==> src/rtl/fa4_seq_ctrl.sv <==
// fa4_seq_ctrl: nibble-serial W-bit add/subtract built on one shared 4-bit ripple slice.
// Latency: result valid NIBBLES cycles after the accept edge; accepts at most one request per NIBBLES+2 cycles.
// Backpressure: the result is held in DONE until out_ready; no new request is accepted until it is consumed.
//
// Ports:
//   clk, rst_n              single clock, synchronous active-low reset
//   in_valid/in_ready       request handshake carrying a, b, ci, sub
//   out_valid/out_ready     response handshake carrying s, co
//   busy                    high whenever the sequencer is not idle

// fa4: 4-bit ripple-carry adder slice shared by the sequencer.
// Latency: combinational.
// Backpressure: none.
//
// Ports: i_a, i_b operands; i_ci carry-in; o_s sum; o_co carry-out.
module fa4 (
    input  logic [3:0] i_a,
    input  logic [3:0] i_b,
    input  logic       i_ci,
    output logic [3:0] o_s,
    output logic       o_co
);

    logic [4:0] w_c;

    assign w_c[0] = i_ci;

    for (genvar g = 0; g < 4; g++) begin : g_fa
        assign o_s[g]     = i_a[g] ^ i_b[g] ^ w_c[g];
        assign w_c[g + 1] = (i_a[g] & i_b[g]) | (w_c[g] & (i_a[g] ^ i_b[g]));
    end

    assign o_co = w_c[4];

endmodule

module fa4_seq_ctrl #(
    parameter int NIBBLES = 4
) (
    input  logic                   clk,
    input  logic                   rst_n,
    input  logic                   in_valid,
    output logic                   in_ready,
    input  logic [4*NIBBLES-1:0]   a,
    input  logic [4*NIBBLES-1:0]   b,
    input  logic                   ci,
    input  logic                   sub,
    output logic                   out_valid,
    input  logic                   out_ready,
    output logic [4*NIBBLES-1:0]   s,
    output logic                   co,
    output logic                   busy
);

    localparam int W  = 4 * NIBBLES;
    localparam int IW = (NIBBLES > 1) ? $clog2(NIBBLES) : 1;
    localparam logic [IW-1:0] LAST_IDX = IW'(NIBBLES - 1);

    typedef enum logic [1:0] {
        ST_IDLE = 2'd0,
        ST_RUN  = 2'd1,
        ST_DONE = 2'd2
    } state_t;

    state_t          r_state;
    state_t          w_state_nxt;

    // Operand b is stored already inverted for subtraction, so the slice
    // only ever adds: a - b == a + ~b + 1 with the initial carry forced to 1.
    logic [W-1:0]    r_opa;
    logic [W-1:0]    r_opb;
    logic [W-1:0]    r_acc;
    logic            r_carry;
    logic [IW-1:0]   r_idx;

    logic [W-1:0]    r_s;
    logic            r_co;
    logic            r_out_valid;

    logic            w_accept;
    logic            w_last;
    logic [IW+1:0]   w_base;
    logic [3:0]      w_a_nib;
    logic [3:0]      w_b_nib;
    logic [3:0]      w_slice_s;
    logic            w_slice_co;
    logic [W-1:0]    w_acc_nxt;

    assign w_accept = in_valid && (r_state == ST_IDLE);
    assign w_last   = (r_idx == LAST_IDX);

    // Bit offset of the active nibble.
    assign w_base   = {r_idx, 2'b00};
    assign w_a_nib  = r_opa[w_base +: 4];
    assign w_b_nib  = r_opb[w_base +: 4];

    fa4 fa4_inst (
        .i_a  (w_a_nib),
        .i_b  (w_b_nib),
        .i_ci (r_carry),
        .o_s  (w_slice_s),
        .o_co (w_slice_co)
    );

    // Accumulator with the current nibble merged in; on the last slice this
    // is the complete result, so it can be loaded into s on the same edge.
    always_comb begin
        w_acc_nxt              = r_acc;
        w_acc_nxt[w_base +: 4] = w_slice_s;
    end

    // ---------------------------------------------------------------
    // FSM: state register
    // ---------------------------------------------------------------
    always_ff @(posedge clk) begin
        if (!rst_n) begin
            r_state <= ST_IDLE;
        end else begin
            r_state <= w_state_nxt;
        end
    end

    // ---------------------------------------------------------------
    // FSM: next-state logic
    // ---------------------------------------------------------------
    always_comb begin
        w_state_nxt = r_state;
        case (r_state)
            ST_IDLE: begin
                if (w_accept) begin
                    w_state_nxt = ST_RUN;
                end
            end
            ST_RUN: begin
                if (w_last) begin
                    w_state_nxt = ST_DONE;
                end
            end
            ST_DONE: begin
                if (out_ready) begin
                    w_state_nxt = ST_IDLE;
                end
            end
            default: begin
                w_state_nxt = ST_IDLE;
            end
        endcase
    end

    // ---------------------------------------------------------------
    // FSM: state-decoded outputs
    // ---------------------------------------------------------------
    always_comb begin
        in_ready = (r_state == ST_IDLE);
        busy     = (r_state != ST_IDLE);
    end

    // ---------------------------------------------------------------
    // Datapath and registered outputs
    // ---------------------------------------------------------------
    always_ff @(posedge clk) begin
        if (!rst_n) begin
            r_opa       <= '0;
            r_opb       <= '0;
            r_acc       <= '0;
            r_carry     <= 1'b0;
            r_idx       <= '0;
            r_s         <= '0;
            r_co        <= 1'b0;
            r_out_valid <= 1'b0;
        end else begin
            case (r_state)
                ST_IDLE: begin
                    if (w_accept) begin
                        r_opa   <= a;
                        r_opb   <= sub ? ~b : b;
                        r_carry <= sub ? 1'b1 : ci;
                        r_idx   <= '0;
                    end
                end
                ST_RUN: begin
                    r_acc   <= w_acc_nxt;
                    r_carry <= w_slice_co;
                    if (w_last) begin
                        r_s         <= w_acc_nxt;
                        r_co        <= w_slice_co;
                        r_out_valid <= 1'b1;
                    end else begin
                        r_idx <= r_idx + 1'b1;
                    end
                end
                ST_DONE: begin
                    // s/co stay untouched here so they keep the last result
                    // after consumption.
                    if (out_ready) begin
                        r_out_valid <= 1'b0;
                    end
                end
                default: begin
                    r_out_valid <= 1'b0;
                end
            endcase
        end
    end

    assign out_valid = r_out_valid;
    assign s         = r_s;
    assign co        = r_co;

endmodule
==> config.mk <==
export PLATFORM = sky130hd
export DESIGN_NAME = fa4_seq_ctrl
export DESIGN_NICKNAME = d
export VERILOG_FILES = /design/src/rtl/fa4_seq_ctrl.sv
export SDC_FILE = /design/constraint.sdc
export NUM_CORES = 1
export LEC_CHECK = 0
export BUFFER_PORTS_ARGS = -buffer_cell sky130_fd_sc_hd__buf_2
export CAP_MARGIN = 20
export CELL_PAD_IN_SITES_DETAIL_PLACEMENT = 1
export CELL_PAD_IN_SITES_GLOBAL_PLACEMENT = 1
export CORE_ASPECT_RATIO = 0.7
export CORE_MARGIN = 2
export CORE_UTILIZATION = 37
export DETAILED_ROUTE_END_ITERATION = 16
export PLACE_DENSITY = 0.81
export SLEW_MARGIN = 20
export SYNTH_ARGS = -nofsm -noshare
export SYNTH_HDL_FRONTEND = slang
export SYNTH_HIERARCHICAL = 1
export SYNTH_SLANG_ARGS = --single-unit
==> constraint.sdc <==
create_clock -name clk -period 2.9 [get_ports clk]
set_input_delay 0 -clock clk [delete_from_list [all_inputs] [get_ports clk]]
set_output_delay 0 -clock clk [all_outputs]
set_load 0.02 [all_outputs]
# ---- Word-level counts from Yosys, hierarchy flattened
# Index checks and enable logic that the tools add are counted.
# W data, S select, Z words.
dict set report classes {
  eq_ne 7
  bitwise_logic 22
  shifts 4
  n_mux 15
  add_sub_neg 2
  reduce_logical 10
}
# cell count
set ops {}
lappend ops {{$shiftx A16 B5 Y4} 2}
lappend ops {{$bwmux W16} 1}
lappend ops {{$mux W16} 1}
lappend ops {{$not A16 Y16} 1}
lappend ops {{$shift A4 B6 Y16 const A} 1}
lappend ops {{$shiftx A4 B6 Y16} 1}
lappend ops {{$mux W2} 5}
lappend ops {{$reduce_and A3 Y1} 3}
lappend ops {{$and A1 B1 Y1} 8}
lappend ops {{$xor A1 B1 Y1} 8}
lappend ops {{$ne A2 B2 Y1 const B} 3}
lappend ops {{$neg A4 Y6} 1}
lappend ops {{$pmux W2 S3} 1}
lappend ops {{$reduce_and A2 Y1} 3}
lappend ops {{$eq A2 B2 Y1 const B} 2}
lappend ops {{$mux W1} 4}
lappend ops {{$or A1 B1 Y1} 4}
lappend ops {{$pmux W2 S2} 1}
lappend ops {{$reduce_bool A2 Y1} 2}
lappend ops {{$pmux W1 S3} 1}
lappend ops {{$add A2 B1 Y2 const B} 1}
lappend ops {{$eq A2 B1 Y1 const B} 1}
lappend ops {{$logic_not A2 Y1} 1}
lappend ops {{$ne A2 B1 Y1 const B} 1}
lappend ops {{other kinds (3)} 3}
dict set report totals {
  register_bits 71
  input_bits 38
}

# ---- Logic depth before layout (Yosys ltp)
dict set report logic_depth {
  depth_word 11
  depth_mapped 12
  mapped_depth_nobuf 11
}

# ---- Modules after synthesis
# Netlist, hierarchy kept.
# mod cells_per_inst area_each_um2 seq_area_each_um2 n_inst
set modules_own_cells {}
lappend modules_own_cells {fa4_seq_ctrl 354 3314.4 1421.4 1}
lappend modules_own_cells {fa4 14 117.6 0.0 1}

# ---- Worst setup path after synthesis
# No wires, ideal clock.
dict set report synth_timing {
  path_type {register -> register}
  from {register r_idx[0]}
  to {register r_s[15], in the netlist s[15]}
  path_buffers 1
  slack_ns -0.245
  path_stages_with_launch 13
  required_ns 2.826
  arrival_time_ns 3.071
  synth_period_minus_slack_ns 3.145
  cell_sequence {dfxtp_1 buf_4 mux4_2 fa_1 inv_1 fa_1 inv_1 fa_1 inv_1 fa_1 inv_1 nand4b_1 a31oi_1}
}
dict set report synth_between {
  elab_chain_cells 11
}
# item line
set synth_lines {}
lappend synth_lines {{from (decl)} 74} ;# logic [IW-1:0] r_idx;
lappend synth_lines {{from (signal assigned)} 189} ;# r_idx <= r_idx + 1'b1;
lappend synth_lines {{$shiftx A16 B5 Y4 (*)} 94} ;# assign w_a_nib = r_opa[w_base +: 4];
lappend synth_lines {{net w_a_nib[0]} 83} ;# logic [3:0] w_a_nib;
lappend synth_lines {{$xor A1 B1 Y1} 30} ;# assign w_c[g + 1] = (i_a[g] & i_b[g]) | (w_c[g] & (i_a[g] ^ i_b[g]));
lappend synth_lines {{$and A1 B1 Y1} 30}
lappend synth_lines {{$or A1 B1 Y1 (*)} 30}
lappend synth_lines {{$and A1 B1 Y1 (*)} 30}
lappend synth_lines {{$or A1 B1 Y1 (*)} 30}
lappend synth_lines {{$and A1 B1 Y1 (*)} 30}
lappend synth_lines {{$or A1 B1 Y1 (*)} 30}
lappend synth_lines {{$xor A1 B1 Y1 (*)} 29} ;# assign o_s[g] = i_a[g] ^ i_b[g] ^ w_c[g];
lappend synth_lines {{net w_slice_s[3]} 85} ;# logic [3:0] w_slice_s;
lappend synth_lines {{$shiftx A4 B6 Y16 (*)} 109} ;# w_acc_nxt[w_base +: 4] = w_slice_s;
lappend synth_lines {{$bwmux W16 (*)} 109}
lappend synth_lines {{to (signal assigned)} 185} ;# r_s <= w_acc_nxt;
lappend synth_lines {{to (decl)} 76} ;# logic [W-1:0] r_s;
# The timed path passes the listed nets; every way through them passes the cells marked *.
# A chain may end at the register's enable or synchronous reset.

# ---- Worst setup path in the final report
dict set report layout_timing {
  from {register r_idx[0]}
  to {register r_s[7], in the netlist s[7]}
}
dict set report layout_between {
  elab_chain_cells 11
}
# item line
set layout_lines {}
lappend layout_lines {{$shiftx A16 B5 Y4 (*)} 95} ;# assign w_b_nib = r_opb[w_base +: 4];
lappend layout_lines {{net w_b_nib[0]} 84} ;# logic [3:0] w_b_nib;
lappend layout_lines {{$xor A1 B1 Y1} 30}
lappend layout_lines {{$and A1 B1 Y1} 30}
lappend layout_lines {{$or A1 B1 Y1 (*)} 30}
lappend layout_lines {{$and A1 B1 Y1 (*)} 30}
lappend layout_lines {{$or A1 B1 Y1 (*)} 30}
lappend layout_lines {{$and A1 B1 Y1 (*)} 30}
lappend layout_lines {{$or A1 B1 Y1 (*)} 30}
lappend layout_lines {{$xor A1 B1 Y1 (*)} 29}
lappend layout_lines {{net w_slice_s[3]} 85}
lappend layout_lines {{$shiftx A4 B6 Y16 (*)} 109}
lappend layout_lines {{$bwmux W16 (*)} 109}
# Marked as above.

==> flow_results.xml <==
<?xml version="1.0" encoding="UTF-8"?>
<metrics>
  <group name="yosys">
    <metric name="synth_simple_gate_area_share" unit="%">18.9</metric>
    <metric name="synthesis.area_per_instance" unit="µm²">9.33</metric>
    <metric name="yosysWarningCount" unit="">6</metric>
    <metric name="combinational_family_with_the_most_area_after_synthesis" unit="">compound AO/OA/AOI/OAI gates</metric>
    <metric name="syn_nets" unit="">416</metric>
    <metric name="number_of_distinct_library_cells_after_synthesis" unit="">40</metric>
    <metric name="synthCells" unit="">368</metric>
    <metric name="post_synth_instance_area" unit="µm²">3430</metric>
    <metric name="synth_xor_xnor_area_share" unit="%">4.08</metric>
    <metric name="synth-seq-cells" unit="">71</metric>
    <metric name="yosys-mux-area-fraction" unit="%">5.83</metric>
    <metric name="synth_seq_area_share" unit="%">41.4</metric>
    <metric name="synthAdderAreaFrac" unit="%">4.52</metric>
    <metric name="synth_compound_area_share" unit="%">19.1</metric>
  </group>
  <group name="drt">
    <metric name="drt_first_pass_iters" unit="">4</metric>
    <metric name="drtAntennaViolNets" unit="">0</metric>
    <metric name="post_detailed_routing_wire_length" unit="mm">9.73</metric>
    <metric name="post_drt_wl_per_cell" unit="µm">17.5</metric>
    <metric name="detailroute.via_count" unit="">2943</metric>
    <metric name="drc" unit="">0</metric>
    <metric name="vias_per_cell" unit="">5.28</metric>
    <metric name="drt_iter0_drc" unit="">149</metric>
  </group>
  <group name="flow_run">
    <metric name="maxCapViolations" unit="">0</metric>
  </group>
  <group name="setup_path">
    <metric name="start_kind" unit="">register</metric>
    <metric name="crit_path_cell_trace" unit="">mux4_2, fa_2, inv_2, fa_1, inv_1, fa_2, inv_2, fa_1, inv_2, nand4_1, a31oi_1</metric>
    <metric name="worst_ep_required_time" unit="ns">3.15</metric>
    <metric name="timing.critical_path.to_type" unit="">register</metric>
    <metric name="critical-path-slowest-cell" unit="">sky130_fd_sc_hd__mux4_2</metric>
    <metric name="crit_fanout" unit="">6</metric>
    <metric name="crit_path_max_incr_delay" unit="ns">0.53</metric>
    <metric name="cpMostUsedCell" unit="">sky130_fd_sc_hd__inv_2</metric>
    <metric name="path_class" unit="">register to register</metric>
    <metric name="worstPathArrival" unit="ns">3.09</metric>
  </group>
  <group name="floorplanning">
    <metric name="dieArea" unit="µm²">10100</metric>
    <metric name="die_x" unit="µm">119</metric>
    <metric name="site_rows" unit="">29</metric>
    <metric name="placeableCoreArea" unit="µm²">9030</metric>
    <metric name="initial_core_util" unit="%">38.0</metric>
    <metric name="die_y" unit="µm">84.6</metric>
    <metric name="io_pins" unit="">58</metric>
  </group>
  <group name="power_and_ir_drop">
    <metric name="net_load_switching_power" unit="µW">656</metric>
    <metric name="combPwrFrac" unit="%">14.4</metric>
    <metric name="max-vdd-ir-drop" unit="µV">371</metric>
    <metric name="power.sequential.fraction" unit="%">40.5</metric>
    <metric name="p_per_area" unit="nW/µm²">604</metric>
    <metric name="switching_share" unit="%">25.5</metric>
    <metric name="power_frac_clock" unit="%">45.0</metric>
    <metric name="p_leak" unit="nW">1.82</metric>
    <metric name="internal_power" unit="mW">1.92</metric>
  </group>
  <group name="global_routing">
    <metric name="grt_first_pass_wirelength" unit="mm">15.9</metric>
    <metric name="grt_overflow_total" unit="">0</metric>
    <metric name="grt_use_total" unit="%">20.2</metric>
    <metric name="antenna_found_initial" unit="">0</metric>
    <metric name="first_global_vias" unit="">3085</metric>
    <metric name="grt_start_max_net_pins" unit="">57</metric>
  </group>
  <group name="timing">
    <metric name="worst_pin_slew" unit="ns">0.925</metric>
    <metric name="crit_share_post_route" unit="%">97.7</metric>
    <metric name="final-max-slew-violation-count" unit="">0</metric>
    <metric name="hold_viol_final" unit="">0</metric>
    <metric name="slew-limit-headroom" unit="%">38.3</metric>
    <metric name="grt_setup_unrepaired" unit="">yes</metric>
    <metric name="final.min_clock_period" unit="ns">2.83</metric>
    <metric name="max_freq" unit="MHz">353</metric>
    <metric name="final.setup_skew" unit="ns">0.00445</metric>
    <metric name="worst_slack" unit="ns">0.0669</metric>
    <metric name="setup_viol_count_final" unit="">0</metric>
    <metric name="fin_tns_setup" unit="ns">0</metric>
  </group>
  <group name="placement">
    <metric name="gp_congestion" unit="">0.841</metric>
    <metric name="place_ws" unit="ns">0.00565</metric>
    <metric name="io_buffer_count" unit="">57</metric>
    <metric name="dp.final_hpwl" unit="mm">6.42</metric>
    <metric name="placedCellCount" unit="">526</metric>
  </group>
  <group name="clock_network">
    <metric name="post-cts-setup-buffers" unit="">0</metric>
    <metric name="tritoncts" unit="">done</metric>
    <metric name="cts_root_buffer" unit="">sky130_fd_sc_hd__clkbuf_16</metric>
    <metric name="number_of_h_tree_levels" unit="">3</metric>
    <metric name="ctsLongestPathBuffers" unit="">2</metric>
    <metric name="clkTransAtPathRegs" unit="ns">0.06</metric>
    <metric name="total_cts_buffers" unit="">9</metric>
    <metric name="clock_insertion_delay_worst_skew" unit="ns">0.33</metric>
    <metric name="clock_sinks" unit="">71</metric>
  </group>
  <group name="status">
    <metric name="run_status" unit="">finished, final reports clean</metric>
  </group>
  <group name="hold_path">
    <metric name="hp-class" unit="">input port to register</metric>
  </group>
  <group name="cells_and_area">
    <metric name="instances_no_fill" unit="">557</metric>
    <metric name="layout.cells.most_common" unit="">sky130_fd_sc_hd__dfxtp_1</metric>
    <metric name="antenna-diode-count" unit="">0</metric>
    <metric name="filler_cell_count" unit="">1051</metric>
    <metric name="fraction_of_layout_cells_with_a_size_suffix_above_1" unit="%">23.8</metric>
    <metric name="area_growth_from_synthesis_to_final_layout" unit="%">24.4</metric>
    <metric name="final_nets" unit="">477</metric>
    <metric name="layout.cells.most_common_list" unit="">70 x sky130_fd_sc_hd__dfxtp_1, 67 x sky130_fd_sc_hd__nand2_1, 57 x sky130_fd_sc_hd__buf_2</metric>
  </group>
</metrics>
[layer usage]
| metal | vias up | GRT usage [%] | part of all wire, % | routed length (µm) |
|---|---|---|---|---|
| met1 | 1454 | 25.9 | 47 | 4600 |
| met2 | 67 | 32.6 | 47 | 4530 |
| met5 | - | 0 | 0 | 0 |
| li1 | 1409 | - | - | - |
| met3 | 13 | 6.39 | 4.8 | 465 |
| met4 | 0 | 6.39 | 1.4 | 137 |
[worst max-delay path: cells and delay by family, from the launching register on]
| family | cells | cell delay, ns |
|---|---|---|
| flip-flops | 1 | 0.37 |
| AO/OA/AOI/OAI | 1 | 0.19 |
| AND/OR/NAND/NOR | 1 | 0.10 |
| multiplexers | 1 | 0.53 |
| buffers and inverters | 4 | 0.30 |
| adder cells (fa/ha/maj) | 4 | 1.26 |
[synthesized netlist by cell type]
master | count | area share, %
sky130_fd_sc_hd__and2_1 | 2 | 0.36
sky130_fd_sc_hd__ha_1 | 6 | 2.2
sky130_fd_sc_hd__nor4bb_1 | 1 | 0.29
sky130_fd_sc_hd__buf_1 | 1 | 0.11
sky130_fd_sc_hd__nand4_1 | 5 | 0.91
sky130_fd_sc_hd__nor3_1 | 2 | 0.29
sky130_fd_sc_hd__mux2i_1 | 2 | 0.58
sky130_fd_sc_hd__a21oi_1 | 14 | 2.0
sky130_fd_sc_hd__nor3b_1 | 1 | 0.22
sky130_fd_sc_hd__fa_1 | 4 | 2.3
sky130_fd_sc_hd__inv_1 | 14 | 1.5
sky130_fd_sc_hd__clkbuf_1 | 11 | 1.2
sky130_fd_sc_hd__xnor2_1 | 16 | 4.1
sky130_fd_sc_hd__nor2b_1 | 16 | 2.9
sky130_fd_sc_hd__a32oi_1 | 4 | 1.0
sky130_fd_sc_hd__dfxtp_1 | 71 | 41
sky130_fd_sc_hd__nor2_1 | 2 | 0.22
sky130_fd_sc_hd__nand4b_2 | 1 | 0.44
sky130_fd_sc_hd__nand3b_1 | 1 | 0.22
sky130_fd_sc_hd__nor3b_2 | 1 | 0.36
sky130_fd_sc_hd__and3b_1 | 2 | 0.51
sky130_fd_sc_hd__o21ai_0 | 20 | 2.9
sky130_fd_sc_hd__buf_4 | 8 | 1.7
sky130_fd_sc_hd__nand2b_1 | 9 | 1.6
sky130_fd_sc_hd__o211a_1 | 16 | 4.7
sky130_fd_sc_hd__nand4_2 | 1 | 0.36
sky130_fd_sc_hd__a21boi_1 | 9 | 2.0
sky130_fd_sc_hd__or2_2 | 1 | 0.18
sky130_fd_sc_hd__nand4b_1 | 4 | 1.0
sky130_fd_sc_hd__a21boi_0 | 7 | 1.5
sky130_fd_sc_hd__nand2_1 | 68 | 7.4
sky130_fd_sc_hd__mux4_2 | 8 | 5.2
sky130_fd_sc_hd__o21ba_2 | 1 | 0.29
sky130_fd_sc_hd__nor3b_4 | 1 | 0.55
sky130_fd_sc_hd__o32ai_1 | 1 | 0.26
sky130_fd_sc_hd__a31oi_1 | 12 | 2.2
sky130_fd_sc_hd__nor4b_4 | 1 | 0.69
sky130_fd_sc_hd__or3b_1 | 1 | 0.26
sky130_fd_sc_hd__buf_2 | 11 | 1.6
sky130_fd_sc_hd__o22ai_1 | 12 | 2.2
[what timing repair did]
action | 4_1_cts | 5_1_grt
endpoints found under the setup margin | 3 | 7
hold buffers | 16 | 0
hold endpoints to repair | 16 | 0
resized for setup | 1 | 3
pin swaps | 1 | 4
[path summary, 6_finish.rpt]
| path | startpoint | end | slack [ns] | cells after the start |
|---|---|---|---|---|
| max reg2reg | r_idx[0] | s[7] | 0.07 | 11 |
| min reg2reg | r_opa[7] | r_opa[7] | 0.46 | 2 |
| max | r_idx[0] | s[7] | 0.07 | 11 |
| min | b[11] | r_opb[11] | 0.03 | 4 |
[layout make-up]
class	instances	area (µm²)	area share, %
multi-input cells	252	1820	42.6
flip-flops and latches	71	1430	33.4
repair buffers	81	505	11.8
clock buffers	9	225	5.28
well taps	124	155	3.64
clock inverters	6	86.3	2.02
inverters	14	52.6	1.23
[kinds of logic after synthesis]
group                    count (synthesis)
flip-flops                              71
AO/OA/AOI/OAI                           96
multiplexers                            10
buffers and inverters                   45
adder cells (fa/ha/maj)                 10
AND/OR/NAND/NOR                        120
XOR/XNOR                                16
[metrics by stage]
stage / hold WS [ns] / power, mW / area, µm² / util [%]
2_1_floorplan: 0.135 / 1.30 / 3450 / -
3_3_place_gp: 0.244 / 1.39 / 3790 / 41.9
5_1_grt: 0.0407 / 2.68 / 4270 / 47.2
6_report: 0.0254 / 2.58 / 4270 / 47.2
3_5_place_dp: 0.247 / 1.41 / 3790 / 41.9
4_1_cts: 0.0157 / 2.59 / 4260 / 47.2
[power by group through the flow]
stage	registers [mW]	clock network, mW	logic (mW)
finish	1.04	1.16	0.371
global route	1.05	1.23	0.403
CTS	1.04	1.18	0.367
detailed placement	1.06	0	0.346
global placement	1.06	0	0.332
floorplan	1.05	0	0.243
[registers in the layout (all words and copies together), names as in the netlist]
signal / count
out_valid: 1
r_opb: 16
co: 1
r_opa: 16
r_carry: 1
r_state: 2
s: 16
r_idx: 2
r_acc: 16
Note: power is estimated with default switching activity, not from simulation.
